`config.mk`:
```
export PLATFORM = sky130hd
export DESIGN_NAME = instr_prog_ctrl
export DESIGN_NICKNAME = d
export VERILOG_FILES = /design/src/rtl/instr_prog_ctrl.sv
export SDC_FILE = /design/constraint.sdc
export NUM_CORES = 1
export LEC_CHECK = 0
export CAP_MARGIN = 15
export CELL_PAD_IN_SITES_DETAIL_PLACEMENT = 1
export CELL_PAD_IN_SITES_GLOBAL_PLACEMENT = 2
export CORE_ASPECT_RATIO = 0.5
export CORE_MARGIN = 5
export CORE_UTILIZATION = 38
export CTS_CLUSTER_DIAMETER = 100
export DETAILED_ROUTE_END_ITERATION = 16
export PLACE_DENSITY = 0.87
export SLEW_MARGIN = 20
export SYNTH_ARGS = -nofsm -noshare
export SYNTH_HDL_FRONTEND = slang
export SYNTH_SLANG_ARGS = --single-unit
```
`constraint.sdc`:
```
create_clock -name clk -period 4.9 [get_ports clk]
set_clock_uncertainty 0.1 [all_clocks]
set_input_delay 0.735 -clock clk [delete_from_list [all_inputs] [get_ports clk]]
set_output_delay 0.735 -clock clk [all_outputs]
set_load 0.005 [all_outputs]
```
`src/rtl/instr_prog_ctrl.sv`:
```
// Instruction-memory programming controller: parses an {address, length, payload} byte stream
// into little-endian instruction writes, holding the core halted while a load is in progress.
module instr_prog_ctrl #(
  parameter int unsigned PC_WIDTH    = 8,
  parameter int unsigned INSTR_WIDTH = 32,
  parameter int unsigned DEPTH       = 128
) (
  input  logic                   clk,
  input  logic                   rst,
  input  logic [7:0]             in_data,
  input  logic                   in_valid,
  output logic                   in_ready,
  input  logic                   abort,
  output logic                   mem_we,
  output logic [PC_WIDTH-1:0]    mem_waddr,
  output logic [INSTR_WIDTH-1:0] mem_wdata,
  output logic                   halt,
  output logic                   busy,
  output logic                   done,
  output logic                   err
);

  localparam int unsigned NBYTES = INSTR_WIDTH / 8;
  localparam int unsigned IdxW   = (NBYTES > 1) ? $clog2(NBYTES) : 1;
  localparam logic [IdxW-1:0] LastIdx = IdxW'(NBYTES - 1);

  typedef enum logic [1:0] {StAddr, StLen, StData, StDone} state_e;

  state_e                 state_q, state_d;
  logic [PC_WIDTH-1:0]    addr_q, addr_d;
  logic [7:0]             cnt_q, cnt_d;
  logic [IdxW-1:0]        idx_q, idx_d;
  logic [INSTR_WIDTH-1:0] shift_q, shift_d;
  logic                   mem_we_q, mem_we_d;
  logic [PC_WIDTH-1:0]    mem_waddr_q, mem_waddr_d;
  logic [INSTR_WIDTH-1:0] mem_wdata_q, mem_wdata_d;
  logic                   in_ready_q, in_ready_d;
  logic                   busy_q, busy_d;
  logic                   done_q, done_d;
  logic                   err_q, err_d;

  logic accept;
  logic word_end;
  logic in_range;

  // Abort wins over a byte offered in the same cycle, so it also masks acceptance.
  assign accept   = in_valid && in_ready_q && !abort;
  assign word_end = accept && (state_q == StData) && (idx_q == LastIdx);
  assign in_range = (32'(addr_q) < DEPTH);

  // State register
  always_ff @(posedge clk or posedge rst) begin
    if (rst) begin
      state_q <= StAddr;
    end else begin
      state_q <= state_d;
    end
  end

  // Next-state logic
  always_comb begin
    state_d = state_q;
    if (abort) begin
      state_d = StAddr;
    end else begin
      unique case (state_q)
        StAddr:  if (accept) state_d = StLen;
        StLen:   if (accept) state_d = (in_data == 8'd0) ? StDone : StData;
        StData:  if (word_end && (cnt_q == 8'd1)) state_d = StDone;
        StDone:  state_d = StAddr;
        default: state_d = StAddr;
      endcase
    end
  end

  // Datapath and registered-output next values
  always_comb begin
    addr_d      = addr_q;
    cnt_d       = cnt_q;
    idx_d       = idx_q;
    shift_d     = shift_q;
    mem_we_d    = 1'b0;
    mem_waddr_d = mem_waddr_q;
    mem_wdata_d = mem_wdata_q;
    err_d       = err_q;

    if (accept) begin
      unique case (state_q)
        StAddr: begin
          addr_d = in_data[PC_WIDTH-1:0];
          err_d  = 1'b0;
        end
        StLen: begin
          cnt_d = in_data;
          idx_d = '0;
        end
        StData: begin
          shift_d[8*idx_q +: 8] = in_data;
          idx_d                 = idx_q + 1'b1;
          if (idx_q == LastIdx) begin
            idx_d       = '0;
            // Out-of-range words are latched but never strobed; they only flag err.
            mem_we_d    = in_range;
            mem_waddr_d = addr_q;
            mem_wdata_d = shift_d;
            err_d       = err_q | ~in_range;
            addr_d      = addr_q + 1'b1;
            cnt_d       = cnt_q - 1'b1;
          end
        end
        default: ;
      endcase
    end

    in_ready_d = (state_d != StDone);
    busy_d     = (state_d != StAddr);
    done_d     = (state_d == StDone);
  end

  always_ff @(posedge clk or posedge rst) begin
    if (rst) begin
      addr_q      <= '0;
      cnt_q       <= '0;
      idx_q       <= '0;
      shift_q     <= '0;
      mem_we_q    <= 1'b0;
      mem_waddr_q <= '0;
      mem_wdata_q <= '0;
      in_ready_q  <= 1'b0;
      busy_q      <= 1'b0;
      done_q      <= 1'b0;
      err_q       <= 1'b0;
    end else begin
      addr_q      <= addr_d;
      cnt_q       <= cnt_d;
      idx_q       <= idx_d;
      shift_q     <= shift_d;
      mem_we_q    <= mem_we_d;
      mem_waddr_q <= mem_waddr_d;
      mem_wdata_q <= mem_wdata_d;
      in_ready_q  <= in_ready_d;
      busy_q      <= busy_d;
      done_q      <= done_d;
      err_q       <= err_d;
    end
  end

  assign in_ready  = in_ready_q;
  assign mem_we    = mem_we_q;
  assign mem_waddr = mem_waddr_q;
  assign mem_wdata = mem_wdata_q;
  assign busy      = busy_q;
  assign halt      = busy_q;
  assign done      = done_q;
  assign err       = err_q;

endmodule

```
==> Word level (Yosys, flattened, before mapping) <==
Cells that the tools add are included.
{ "classes": {"mul": 0, "n_div": 0, "n_addsub": 4, "shifts": 2, "reduce_logical": 16, "n_bitwise": 2, "order_cmp": 1, "mux": 18, "eq_ne": 8} }
{ "ops": {"columns": ["op", "n"], "rows": [
  ["$neg A5 Y34", 1],
  ["$shift A8 B34 Y32 const A", 1],
  ["$shiftx A8 B34 Y32", 1],
  ["$bwmux W32", 1],
  ["$pmux W8 S2", 2],
  ["$mux W8", 2],
  ["$mux W2", 5],
  ["$reduce_and A3 Y1", 3],
  ["$add A8 B1 Y8 const B", 1],
  ["$eq A2 B2 Y1 const B", 4],
  ["$eq A8 B1 Y1 const B", 1],
  ["$logic_not A8 Y1", 1],
  ["$lt A8 B8 Y1 const B", 1],
  ["$pmux W2 S4", 1],
  ["$sub A8 B1 Y8 const B", 1],
  ["$reduce_bool A2 Y1", 3],
  ["$logic_and A1 B1 Y1", 5],
  ["$mux W1", 5],
  ["$pmux W2 S2", 1],
  ["$reduce_and A2 Y1", 2],
  ["$add A2 B1 Y2 const B", 1],
  ["$eq A2 B1 Y1 const B", 1],
  ["$logic_not A2 Y1", 1],
  ["$ne A2 B1 Y1 const B", 1],
  ["5 further kinds", 5]
]} }
{ "word_totals": {"latch_bits": 0, "wordCells": 63, "ram_bits": 0, "romBits": 0, "memories": 0, "regBits": 97} }

==> Logic depth before layout (Yosys ltp) <==
{ "logic_depth": {"word_depth": 9, "mapped_depth": 9, "depth_no_buf": 7} }

==> Worst setup path before layout <==
No wires, ideal clock.
{ "synth_timing": {"path_type": "register -> register", "start": "register idx_q[0]", "end": "register shift_q[0]", "setup_ps": 121, "setup_slack_ps": 2772, "period_less_slack_ps": 2128, "stages_incl_launch_ff": 8, "n_path_buf": 2, "t_required_ps": 4679, "t_arrival_ps": 1907, "path_cell_list": "dfrtp_1 -> inv_2 -> ha_1 -> and4bb_2 -> buf_2 -> nor2b_1 -> buf_2 -> a22o_1"} }
{ "synth_via": {"elab_chain_cells": 3, "word_cells_on_any_way": 4, "classes_between": "add/sub: 1; shift: 2; mux: 1"} }
{ "synth_rtl": {"columns": ["item", "line_no", "rtl"], "rows": [
  ["start, declared", "32", "logic [IdxW-1:0] idx_q, idx_d;"],
  ["start signal, assigned", "136", "idx_q <= idx_d;"],
  ["$neg A5 Y34 (*)", "98", "shift_d[8*idx_q +: 8] = in_data;"],
  ["$shiftx A8 B34 Y32 or $shift A8 B34 Y32 (tied branches)", "98", null],
  ["$bwmux W32 (*)", "98", null],
  ["end signal, assigned", "137", "shift_q <= shift_d;"],
  ["end, declared", "33", "logic [INSTR_WIDTH-1:0] shift_q, shift_d;"]
]} }
Mark *: on every way between the ends. The rest lies on a longest branch, timed or not.
A chain may end at the register's enable or synchronous reset.

==> Worst setup path in the final report <==
{ "layout_timing": {"start": "register state_q[0]", "end": "register shift_q[4]"} }
{ "layout_via": {"elab_chain_cells": 2} }
{ "layout_rtl": {"columns": ["item", "line_no", "rtl"], "rows": [
  ["start, declared", "29", "state_e state_q, state_d;"],
  ["start signal, assigned", "54", "state_q <= StAddr;"],
  ["start signal, assigned", "56", "state_q <= state_d;"],
  ["$eq A2 B2 Y1", "88", "unique case (state_q)"],
  ["$reduce_and A2 Y1 (no line)", null, null]
]} }
No other way between the ends.

==> qor.csv <==
metric,value,unit
drt-total-wl,11.9,mm
area_growth,20.8,%
instances_no_fill,666,
antenna_left,0,
synth_top_area_cell,dfrtp_1,
antenna_found_initial,0,
die_y,87.9,microns
dpl.hpwl,7.90,mm
fin_nets,520,
synthArstFlopShare,100,%
ys_seq_area_share,52.6,%
pin_count,58,
core,0.0118,sq mm
path_clk_slew,0.07,ns
die_w,166,microns
placedCellCount,650,
post-route-drc-count,0,
worstSetupPathType,flip-flop to flip-flop,
post_cts_buffers,0,
drive_above_1_share,8.78,%
synth_warnings,0,
fin_crit,2.97,ns
post-synth-top-count-cell,dfrtp_1,
setup_viol,0,
synth_flop_cell,dfrtp_1,
drtIter0Drc,282,
cts_num_sinks,97,
power.density,362,mW/mm^2
clk_latency,0.35,ns
slew_headroom,37.6,%
worstMarginPinSlew,0.935,ns
rsz0062_at_grt,false,
endpoint_kind,flip-flop,
ir_drop,150,uV
required,5.07,ns
grt_pass1_vias,3793,
ctsResizeCount,0,
start_util,38.9,%
avgRoutedWirePerCell,17.9,microns
fmaxAchievable,0.337,GHz
via_count,3499,
rows,28,
p_leak,2.44,nW
critPathArrivalTime,3.14,ns
firstDrtPassIters,4,
hold_viol,0,
fillers,1370,
root_buffer,clkbuf_16,
hold_class,flip-flop to flip-flop,
via_per_inst,5.25,
cts_made_buffers,9,
synth_edf_count,0,
startpoint_type,flip-flop,
ctsHoldBuffers,0,
port_buffers,57,
syn_area,0.00461,sq mm
yosysTopAreaCellShare,52.6,%
synth_top_cells_by_count,"97 x dfrtp_1, 60 x nand2_1, 44 x a21oi_1",
grt_max_degree,74,
status,"finished, final reports clean",
cts_max_path_buffers,2,
setup-tns-final,0,ns
synth-seq-cells,97,
syn_nets,477,
syn_inst,453,
track_usage,17.1,%
synth_area_leaders,"dfrtp_1 53%, nand2_1 4.9%, a21oi_1 4.8%, nor2b_1 4.7%, a22o_1 4.6%",
avgSynthCellArea,10.2,sq um
synth_cell_type_count,47,
fin_crit_sh,60.6,%
cts-htree-levels,3,
routabilityCongestion,0.754,
n_antenna_cell,0,
maxCapViolCount,0,
cts_tree,built,
drv_slew,0,
critical_path.max_fanout,24,
overflow,0,
die_area,0.0146,sq mm
grt_pass1_wl,19.9,mm
## sequential cells by signal, indices dropped and copies added, names as in the netlist, 2 cells and up
register and cells:
mem_wdata 32, shift_q 32, addr_q 8, cnt_q 8, mem_waddr 8, idx_q 2
state_q 2
## cells by family after synthesis
family / after synthesis / synth area share, %
AOI/OAI and AO/OA: 150 / 21.0
adders and majority gates: 12 / 3.26
buffers and inverters: 40 / 3.69
DFF: 97 / 52.6
muxes: 12 / 2.85
and+or+nand+nor: 142 / 16.6
## per-layer routing
metal  up-vias  track usage [%]  part of all wire [%]
met3        10             3.97                   5.7
met2        71             29.8                    47
met4         0             4.12                  0.98
met1      1725             22.0                    46
met5         -                0                     0
li1       1693                -                     -
## layout make-up
cell class                      instances  area (sq um)  share of cell area, %
Tap cell                              165           206                   3.71
Inverter                               13          51.3                  0.921
Timing Repair Buffer                   59           586                   10.5
Clock buffer                           12           246                   4.43
Multi-Input combinational cell        316          2020                   36.4
Sequential cell                        97          2430                   43.6
Clock inverter                          4          26.3                  0.472
## power breakdown
| part | switching (mW) | leakage [nW] | internal, mW | total, mW |
|---|---|---|---|---|
| Combinational | 0.192 | 1.00 | 0.160 | 0.352 |
| Clock | 0.306 | 0.133 | 0.359 | 0.665 |
| Sequential | 0.101 | 1.30 | 0.895 | 0.996 |
## cells in the final DEF (no fill, tap or decap), types with 7 or more instances in the layout
master,instances
a21oi_1,44
a31oi_1,7
a22o_1,24
o21ai_0,41
clkbuf_16,9
mux2_2,9
nand2_1,59
nor2_1,12
clkdlybuf4s50_1,57
a22o_2,8
ha_1,12
o22a_1,8
nor2b_1,35
inv_1,11
dfrtp_1,97
## critical path, cell delays in order (launching register included)
cell	delay, ns
dfrtp_1	0.41
inv_1	0.12
ha_1	0.69
buf_4	0.38
nand4b_1	0.34
nor2b_1	0.59
a22o_1	0.25
## stage by stage
stage	cell area (sq um)	worst slack (ns)	hold slack, ns	utilization (%)	power, mW
final	5570	1.93	0.380	47.0	2.01
after global routing	5570	1.64	0.401	47.0	2.12
after CTS	5560	1.76	0.387	47.0	2.03
after detailed placement	5290	1.79	0.372	44.7	1.36
after global placement	5290	1.60	0.366	44.6	1.34
after floorplan	4610	1.53	0.358	-	1.25
## path summary, 6_finish.rpt
path | from | cells past startpoint | slack, ns | endpoint
min reg2reg | mem_wdata[23]$_DFFE_PP0P_ | 2 | 0.38 | mem_wdata[23]$_DFFE_PP0P_
min | mem_wdata[23]$_DFFE_PP0P_ | 2 | 0.38 | mem_wdata[23]$_DFFE_PP0P_
max reg2reg | state_q[0]$_DFF_PP0_ | 6 | 1.93 | shift_q[4]$_DFFE_PP0N_
max in group asynchronous | rst | 3 | 2.94 | shift_q[21]$_DFFE_PP0N_
max | state_q[0]$_DFF_PP0_ | 6 | 1.93 | shift_q[4]$_DFFE_PP0N_
min in group asynchronous | rst | 2 | 0.85 | mem_wdata[24]$_DFFE_PP0P_
Power figures use the tool's default switching activity.
